[config.mk]
export PLATFORM = sky130hd
export DESIGN_NAME = dmem_port_arbiter
export DESIGN_NICKNAME = d
export VERILOG_FILES = /design/src/rtl/dmem_port_arbiter.sv
export SDC_FILE = /design/constraint.sdc
export NUM_CORES = 1
export LEC_CHECK = 0
export ABC_AREA = 1
export CAP_MARGIN = 25
export CORE_AREA = 5 5 114 116
export DETAILED_ROUTE_END_ITERATION = 12
export DIE_AREA = 0 0 119 121
export DONT_BUFFER_PORTS = 1
export PLACE_DENSITY = 0.77
export SYNTH_ARGS = -nofsm -noshare
export SYNTH_HDL_FRONTEND = slang
export SYNTH_SLANG_ARGS = --single-unit
[constraint.sdc]
create_clock -name clk -period 4.3 [get_ports clk]
set_clock_uncertainty 0.05 [all_clocks]
set_input_delay 0.645 -clock clk [delete_from_list [all_inputs] [get_ports clk]]
set_output_delay 0.645 -clock clk [all_outputs]
set_load 0.03 [all_outputs]
[src/rtl/dmem_port_arbiter.sv]
// Two-lane data-memory port arbiter: serialises lane 1 / lane 2 load-store requests onto one port.
// Optional wait-timeout abort is built when DMEM_ARB_TIMEOUT_EN is defined.
module dmem_port_arbiter #(
    parameter int ADDR_W  = 32,
    parameter int DATA_W  = 32,
    parameter int TIMEOUT = 16
) (
    input  logic              clk,
    input  logic              rst,
    input  logic              req1,
    input  logic              we1,
    input  logic [ADDR_W-1:0] addr1,
    input  logic [DATA_W-1:0] wdata1,
    output logic              ack1,
    output logic [DATA_W-1:0] rdata1,
    input  logic              req2,
    input  logic              we2,
    input  logic [ADDR_W-1:0] addr2,
    input  logic [DATA_W-1:0] wdata2,
    output logic              ack2,
    output logic [DATA_W-1:0] rdata2,
    output logic              mem_req,
    output logic              mem_we,
    output logic [ADDR_W-1:0] mem_addr,
    output logic [DATA_W-1:0] mem_wdata,
    input  logic [DATA_W-1:0] mem_rdata,
    input  logic              mem_done,
    output logic              busy,
    output logic              timeout_err
);

    typedef enum logic [1:0] {
        IDLE = 2'd0,
        BUS1 = 2'd1,
        BUS2 = 2'd2
    } state_t;

    if (TIMEOUT < 2 || TIMEOUT > 256) begin : g_bad_timeout
        $error("TIMEOUT must lie in 2..256 for the 8-bit wait counter");
    end

    state_t              state_q, state_d;
    logic                mem_req_q, mem_req_d;
    logic                mem_we_q, mem_we_d;
    logic [ADDR_W-1:0]   mem_addr_q, mem_addr_d;
    logic [DATA_W-1:0]   mem_wdata_q, mem_wdata_d;
    logic                ack1_q, ack1_d;
    logic                ack2_q, ack2_d;
    logic [DATA_W-1:0]   rdata1_q, rdata1_d;
    logic [DATA_W-1:0]   rdata2_q, rdata2_d;
    logic                terr_q, terr_d;

    logic                req1_live, req2_live;
    logic                grant1, grant2;
    logic                abort;

    // A lane still holds its request during its own ack cycle; that request is already served.
    assign req1_live = req1 & ~ack1_q;
    assign req2_live = req2 & ~ack2_q;

`ifdef DMEM_ARB_TIMEOUT_EN
    logic [7:0] wait_q, wait_d;

    assign abort = ~mem_done && (wait_q == 8'(TIMEOUT - 1));

    always_comb begin
        wait_d = wait_q;
        if (state_q != IDLE && !mem_done) begin
            wait_d = wait_q + 8'd1;
        end
        if (grant1 || grant2) begin
            wait_d = '0;
        end
    end

    always_ff @(posedge clk or posedge rst) begin
        if (rst) begin
            wait_q <= '0;
        end else begin
            wait_q <= wait_d;
        end
    end
`else
    assign abort = 1'b0;
`endif

    always_comb begin
        state_d     = state_q;
        mem_req_d   = mem_req_q;
        mem_we_d    = mem_we_q;
        mem_addr_d  = mem_addr_q;
        mem_wdata_d = mem_wdata_q;
        ack1_d      = 1'b0;
        ack2_d      = 1'b0;
        rdata1_d    = rdata1_q;
        rdata2_d    = rdata2_q;
        terr_d      = terr_q;
        grant1      = 1'b0;
        grant2      = 1'b0;

        case (state_q)
            IDLE: begin
                grant1 = req1_live;
                grant2 = ~req1_live & req2_live;
            end
            BUS1: begin
                if (mem_done || abort) begin
                    ack1_d = 1'b1;
                    if (!mem_we_q) begin
                        rdata1_d = mem_done ? mem_rdata : '0;
                    end
                    if (!mem_done) begin
                        terr_d = 1'b1;
                    end
                    // After lane 1 completes, a waiting lane 2 always takes the port next.
                    grant2 = req2_live;
                    if (!req2_live) begin
                        state_d   = IDLE;
                        mem_req_d = 1'b0;
                    end
                end
            end
            BUS2: begin
                if (mem_done || abort) begin
                    ack2_d = 1'b1;
                    if (!mem_we_q) begin
                        rdata2_d = mem_done ? mem_rdata : '0;
                    end
                    if (!mem_done) begin
                        terr_d = 1'b1;
                    end
                    grant1 = req1_live;
                    if (!req1_live) begin
                        state_d   = IDLE;
                        mem_req_d = 1'b0;
                    end
                end
            end
            default: begin
                state_d   = IDLE;
                mem_req_d = 1'b0;
            end
        endcase

        if (grant1) begin
            state_d     = BUS1;
            mem_req_d   = 1'b1;
            mem_we_d    = we1;
            mem_addr_d  = addr1;
            mem_wdata_d = wdata1;
        end else if (grant2) begin
            state_d     = BUS2;
            mem_req_d   = 1'b1;
            mem_we_d    = we2;
            mem_addr_d  = addr2;
            mem_wdata_d = wdata2;
        end
    end

    always_ff @(posedge clk or posedge rst) begin
        if (rst) begin
            state_q     <= IDLE;
            mem_req_q   <= 1'b0;
            mem_we_q    <= 1'b0;
            mem_addr_q  <= '0;
            mem_wdata_q <= '0;
            ack1_q      <= 1'b0;
            ack2_q      <= 1'b0;
            rdata1_q    <= '0;
            rdata2_q    <= '0;
            terr_q      <= 1'b0;
        end else begin
            state_q     <= state_d;
            mem_req_q   <= mem_req_d;
            mem_we_q    <= mem_we_d;
            mem_addr_q  <= mem_addr_d;
            mem_wdata_q <= mem_wdata_d;
            ack1_q      <= ack1_d;
            ack2_q      <= ack2_d;
            rdata1_q    <= rdata1_d;
            rdata2_q    <= rdata2_d;
            terr_q      <= terr_d;
        end
    end

    assign mem_req     = mem_req_q;
    assign mem_we      = mem_we_q;
    assign mem_addr    = mem_addr_q;
    assign mem_wdata   = mem_wdata_q;
    assign ack1        = ack1_q;
    assign ack2        = ack2_q;
    assign rdata1      = rdata1_q;
    assign rdata2      = rdata2_q;
    assign busy        = (state_q != IDLE);
    assign timeout_err = terr_q;

endmodule

==> metrics.md, run 1 <==
| Metric | Value |
|---|---|
| Place WS | 1875 ps |
| Pwr/cell area | 961.9 nW/µm² |
| Synth cell types | 18 |
| Drt total wl | around 17 mm |
| Most frequent cell after synthesis | nand2_1 |
| CP max FO | 66 |
| Global-route wire length before repair | 26.34 mm |
| Largest family of logic cells by synthesized area | simple AND/OR/NAND/NOR gates |
| Final min period | 2640 ps |
| Outcome | complete, no violations |
| Synth top cells by count | nand2_1, dfrtp_1, nand3_1 |
| FMAX | 0.3788 GHz |
| CTS tree | built |
| Cell Rows | 40 |
| Antenna diode count | 0 |
| Syn avg cell area | 7.960 µm² |
| Fin nets | 914 |
| Synth Area in XOR/XNOR | 0 |
| Clk sinks | 134 |
| Min-Delay Path Class | input port to asynchronous set/reset pin |
| Die height | 121 µm |
| DRC | 0 |
| Register area share after synthesis | 0.5387 |
| Placed cell count | 874 |
| Syn nets | between 900 and 1000 |
| Sw frac | 0.4928 |
| Final setup margin | 1660 ps |
| Maxcap violations | 0 |
| GPL Wtd Cong | between 0.7 and 0.8 |
| Total congestion overflow | 0 |
| Hpwl dp | 11.69 mm |
| Number of global-route vias before repair | 4934 |
| EDFF count, synth | 0 |
| CP Data Required Time | 3610 ps |
| Total CTS buffers | 17 |
| Synthesized cell area | 6225 µm² |
| Hold Fails Final Rpt | 0 |
| Area grow syn2layout | 10.19% |
| Endpoint type of the worst setup path | primary output |
| Worst-Skew Late Latency | 410 ps |
| RSZ-0062 raised after global routing | no |
| Share of cells above drive strength 1 | 0.06588 |
| Synth Area in Adders | 0 |
| Vias per cell | 5.809 |
| I/O Buffers | 0 |
| Die area | 14400 µm² |
| Ys async rst share | 1.000 |
| Share of the synthesized area in the top cell type | 0.5387 |
| Measured slew at the worst slew-check pin | 1001 ps |
| Resize count post-CTS | 0 |
| Worst R2R Start | ack1 |
| Setup bufs post-CTS | 0 |
| Initial antenna violation count | 0 |
| Register clock-pin slew on the reported worst setup and hold paths | 60 ps |
| R2R Setup Slk | 1980 ps |
| Vias | 5263 |
| Area contributors post-synth | dfrtp_1, nand2_1, nand4_1, nand3_1, o21ai_0 |
| Slew Limit Fails | 0 |
| Fill cells | 1065 |
| Post-Synth Simple-Gate Area | 0.3313 |
| P_int | 3347 µW |
| Final ANT Viol Nets | 0 |
| Core area | 11810 µm² |
| Layout Cells excl Fill | around 900 |
| Ys Warns | 0 |
| Maximum vdd ir drop | 681.3 µV |
| H-tree depth | 4 |
| Fin crit share | 0.6139 |
| CP Class | flip-flop to primary output |
| Mapped Cells | 782 |
| CTS root buffer | clkbuf_16 |
| Top_reg_cell synth | dfrtp_1 |
| Synth Register Bits | 134 |
| Compound-Gate Fraction of Synth Area | 0.05226 |
| Worst slew margin | 0.3302 |
| Final setup violating endpoints | 0 |
| I/O Pins | 301 |
| Clock group share of total power | 0.232 |
| Setup crit start kind | flip-flop |
| Hold_buf cts | 0 |
| Comb pwr share | 0.240 |
| Die width | 119 µm |
| Clock Tree Buf Depth | 2 |
| Sequential Power Share | 0.528 |
| P_leak | 0.003679 µW |
| Drt first pass iters | 5 |
| Net load switching power | 3251 µW |
| WP data arrival | 1940 ps |
| Initial DRC count | 449 |
| Post-synthesis mux area share | 0 |
| Starting density of the core | 0.5270 |
| Leading area contributor after synthesis | dfrtp_1 |
| Largest net degree at the start of global routing | 110 |
| Setup TNS | 0 ps |
| Wire per inst | about 18 µm |
| GRT Total Usage | 0.2284 |
| Reg2Reg Depth | 7 |
| Worst r2r dst | mem_addr[3] |
-- area by class of cell --
| class | instances | area [µm²] | area share |
|---|---|---|---|
| sequential | 134 | 3353 | 0.4889 |
| clock buffer | 20 | 456.7 | 0.06658 |
| timing repair buffer | 9 | 120.1 | 0.01751 |
| tap | 147 | 183.9 | 0.02681 |
| multi-input combinational | 544 | 2411 | 0.3515 |
| inverter | 41 | 158.9 | 0.02317 |
| clock inverter | 11 | 175.2 | 0.02554 |
-- kinds of logic (layout without fill, tap and decap cells) --
| kind of cell | Yosys count | after routing |
|---|---|---|
| AOI/OAI and AO/OA | 65 | 65 |
| buffers and inverters | 104 | 81 |
| DFF | 134 | 134 |
| other | 1 | 1 |
| and+or+nand+nor | 478 | 478 |
-- critical path, cell delays in order, from the launching register on --
cell,delay [ps]
dfrtp_1,460
inv_2,120
buf_4,530
nand2_1,400
-- power groups by stage --
| stage | clock network [µW] | logic [µW] | registers [µW] |
|---|---|---|---|
| global placement | 0 | 1470 | 3490 |
| finish | 1530 | 1580 | 3490 |
| floorplan | 0 | 1370 | 3290 |
| detailed placement | 0 | 1590 | 3510 |
| global route | 1620 | 1850 | 3550 |
| CTS | 1550 | 1590 | 3490 |
-- worst max-delay path by stage --
stage	endpoint	slack, ps	startpoint
5_1_grt	busy	1540	state_q[0]
3_5_place_dp	mem_addr[27]	1870	mem_done
6_report	busy	1660	state_q[0]
4_1_cts	busy	1660	state_q[0]
2_1_floorplan	ack1	20	rst
3_3_place_gp	mem_addr[10]	1850	req1
-- stage by stage --
step                      area, µm²  power (µW)  utilization  hold slack (ps)
after global routing           6859        7016       0.5807            106.5
after detailed placement       6200        5095       0.5249            555.5
after global placement         6152        4961       0.5209            537.8
after CTS                      6832        6634       0.5784            276.7
final                          6859        6598       0.5807            84.40
after floorplan                6225        4658            -            476.1
-- cell usage in the layout (no fill, tap or decap), drive strengths merged --
master	instances
o21ai	65
inv	41
nand2	338
nand4	65
nor3	1
clkinv	5
bufinv	4
clkbuf	20
nor2	3
conb	1
dfrtp	134
buf	9
clkinvlp	2
nand3	71
-- metal layers --
layer | vias up | GRT usage | share of wire
met5 | - | 0 | 0
li1 | 2475 | - | -
met4 | 0 | 0.1043 | 0.032
met2 | 292 | 0.3730 | 0.51
met3 | 46 | 0.09650 | 0.11
met1 | 2450 | 0.2611 | 0.35
-- flip-flops by register name (all words and copies together) (netlist names) --
| register | count |
|---|---|
| mem_addr | 32 |
| mem_wdata | 32 |
| rdata1 | 32 |
| rdata2 | 32 |
| state_q | 2 |
| ack1 | 1 |
| ack2 | 1 |
| mem_req | 1 |
| mem_we | 1 |
Power figures use the tool's default switching activity.
==> inputs of run 2 (changes only) <==
clock period = 2.4 ns   (was 4.3 ns; I/O delays follow)
==> run 2 against run 1 <==
Net effect:
- highest routed layer unchanged
- design area rose by 0.58%
- flip-flop and latch count is the same
- register-to-register slack got worse by 1600 ps
==> metrics.md, run 2 (synthesis gave the netlist of run 1 again) <==
| Metric | Value |
|---|---|
| Outcome | complete, no violations (unchanged) |
| Min-Delay Path Class | input port to flip-flop (was input port to asynchronous set/reset pin) |
| CP max FO | 66 (unchanged) |
| FMAX | 0.4696 GHz |
| I/O Buffers | 0 (unchanged) |
| Worst hold path endpoint | state_q[0] |
| GRT Total Usage | 0.2370 (was 0.2284) |
| Fin crit share | 0.8872 |
| WP data arrival | 1720 ps (was 1940 ps) |
| Vias per cell | 5.792 (was 5.809) |
| Number of global-route vias before repair | 5170 (was 4934) |
| Maxcap violations | 0 (unchanged) |
| I/O Pins | 301 (unchanged) |
| Endpoint type of the worst setup path | primary output (unchanged) |
| Worst slew margin | 0.5384 (was 0.3302) |
| Area grow syn2layout | 10.83% (was 10.19%) |
| Die area | 14400 µm² (unchanged) |
| Initial DRC count | 567 (was 449) |
| Die width | 119 µm (unchanged) |
| Fill cells | 1053 (was 1065) |
| Fin nets | 919 (was 914) |
| Clk sinks | 134 (unchanged) |
| Sequential Power Share | 0.531 (was 0.528) |
| Antenna diode count | 0 (unchanged) |
| Register clock-pin slew on the reported worst setup and hold paths | 60 ps (about the same) |
| Commonest non-fill, non-tap cell in the layout | nand2_1 (unchanged) |
| GPL Wtd Cong | 0.8409 (was 0.7931) |
| Cell Rows | 40 (unchanged) |
| Initial antenna violation count | 0 (unchanged) |
| Clock Tree Buf Depth | 2 (unchanged) |
| Final setup violating endpoints | 0 (unchanged) |
| Share of cells above drive strength 1 | 0.07190 (was 0.06588) |
| Design area | 6899 µm² (was 6859 µm²) |
| DRC | 0 (unchanged) |
| Setup bufs post-CTS | 0 (unchanged) |
| Final ANT Viol Nets | 0 (unchanged) |
| Drt first pass iters | 5 (unchanged) |
| Comb pwr share | 0.249 (was 0.240) |
| Worst R2R Start | ack1 (unchanged) |
| Core area | 11810 µm² (unchanged) |
| Vias | 5282 (was 5263) |
| Net load switching power | 5937 µW (was 3251 µW) |
| RSZ-0062 raised after global routing | no (unchanged) |
| Final core occ | 0.5841 (was 0.5807) |
| Total CTS buffers | 17 (unchanged) |
| Hold Startpoint | mem_done |
| Drt total wl | 17.18 mm (was 16.58 mm) |
| Hpwl dp | 12.05 mm (was 11.69 mm) |
| Worst-Skew Late Latency | 410 ps (about the same) |
| Final min period | 2129 ps |
| Clock group share of total power | 0.220 (was 0.232) |
| P_leak | 0.003695 µW (was 0.003679 µW) |
| Slew Limit Fails | 0 (unchanged) |
| R2R Setup Slk | 430 ps (was 1980 ps) |
| Global-route wire length before repair | 27.37 mm (was 26.34 mm) |
| Hold_ws | 32.31 ps (was 84.40 ps) |
| Largest net degree at the start of global routing | 68 (was 110) |
| Setup crit start kind | flip-flop (unchanged) |
| Place WS | 465.9 ps (was 1875 ps) |
| Measured slew at the worst slew-check pin | 692.4 ps (was 1001 ps) |
| Area after DPL | 6291 µm² (was 6200 µm²) |
| Hold Path Depth | 1 |
| Starting density of the core | 0.5270 (unchanged) |
| Worst r2r dst | mem_wdata[5] (was mem_addr[3]) |
| Pwr/cell area | 1703 nW/µm² (was 961.9 nW/µm²) |
| Setup TNS | 0 ps (unchanged) |
| CP Class | flip-flop to primary output (unchanged) |
| Die height | 121 µm (unchanged) |
| Most frequent cells in the layout | nand2_1, dfrtp_1, nand3_1 (unchanged) |
| Wire per inst | 18.84 µm (was 18.30 µm) |
| CTS root buffer | clkbuf_16 (unchanged) |
| Hold Fails Final Rpt | 0 (unchanged) |
| CP Data Required Time | 1990 ps (was 3610 ps) |
| Total congestion overflow | 0 (unchanged) |
| H-tree depth | 4 (unchanged) |
| Sw frac | 0.5052 (was 0.4928) |
| Maximum vdd ir drop | 1078 µV (was 681.3 µV) |
| Final setup margin | 270.7 ps (was 1660 ps) |
| CTS tree | built (unchanged) |
| Reg2Reg Depth | 7 (unchanged) |
| P_int | 5815 µW (was 3347 µW) |
==> run 2: cell count changes in the layout (fill, tap and decap cells not counted), sizes merged <==
cell | previous run | this run
inv | 41 | 46
buf | 9 | 13
bufinv | 4 | 2
clkbuf | 20 | 18
clkinv | 5 | 4
clkinvlp | 2 | 3
dlygate4sd3 | 0 | 1
==> run 2: area by class of cell <==
cell class | count | area [µm²] | share of cell area
clock buffers | 18 | 429.2 | 0.06221
repair buffers | 14 | 198.9 | 0.02884
flip-flops and latches | 134 | 3353 | 0.4860
inverters | 41 | 157.7 | 0.02285
clock inverters | 14 | 165.2 | 0.02394
multi-input cells | 544 | 2411 | 0.3495
well taps | 147 | 183.9 | 0.02666
==> run 2: timing repair <==
action                                  CTS  global route
hold buffers                              1             0
hold endpoints to repair                 25             0
endpoints found under the setup margin    0             1
resized for setup                         0             1
==> run 2: routing by layer <==
layer | up-vias | wire, µm | GRT usage
met3 | 34 | 1613 | 0.08205
li1 | 2479 | - | -
met4 | 0 | 413 | 0.09051
met2 | 274 | 8820 | 0.4030
met1 | 2495 | 6334 | 0.2764
met5 | - | 0 | 0
==> run 2: power groups by stage <==
stage	Combinational (µW)	Sequential, µW	Clock [µW]
CTS	2950	6260	2640
global route	3390	6350	2740
global placement	2760	6260	0
finish	2920	6250	2580
floorplan	2450	5900	0
detailed placement	2940	6290	0
==> run 2: how the worst max path moves through the flow <==
stage | startpoint | endpoint | slack [ps] | cells after the start
floorplan | rst | ack1 | 320 | 1
global placement | ack1 | mem_wdata[5] | 520 | 7
detailed placement | ack1 | mem_wdata[6] | 470 | 7
CTS | state_q[0] | busy | 110 | 4
global route | state_q[0] | busy | 160 | 4
finish | state_q[0] | busy | 270 | 4
==> run 2: critical path: stages, from the launching register on <==
cell,delay [ps]
dfrtp_1,470
inv_2,130
buf_6,410
nand2_1,90
buf_4,190
==> run 2: stage by stage <==
stage,instances,power (µW)
2_1_floorplan,782,8347
3_3_place_gp,879,9017
3_5_place_dp,879,9224
4_1_cts,912,11850
5_1_grt,912,12480
6_report,912,11750
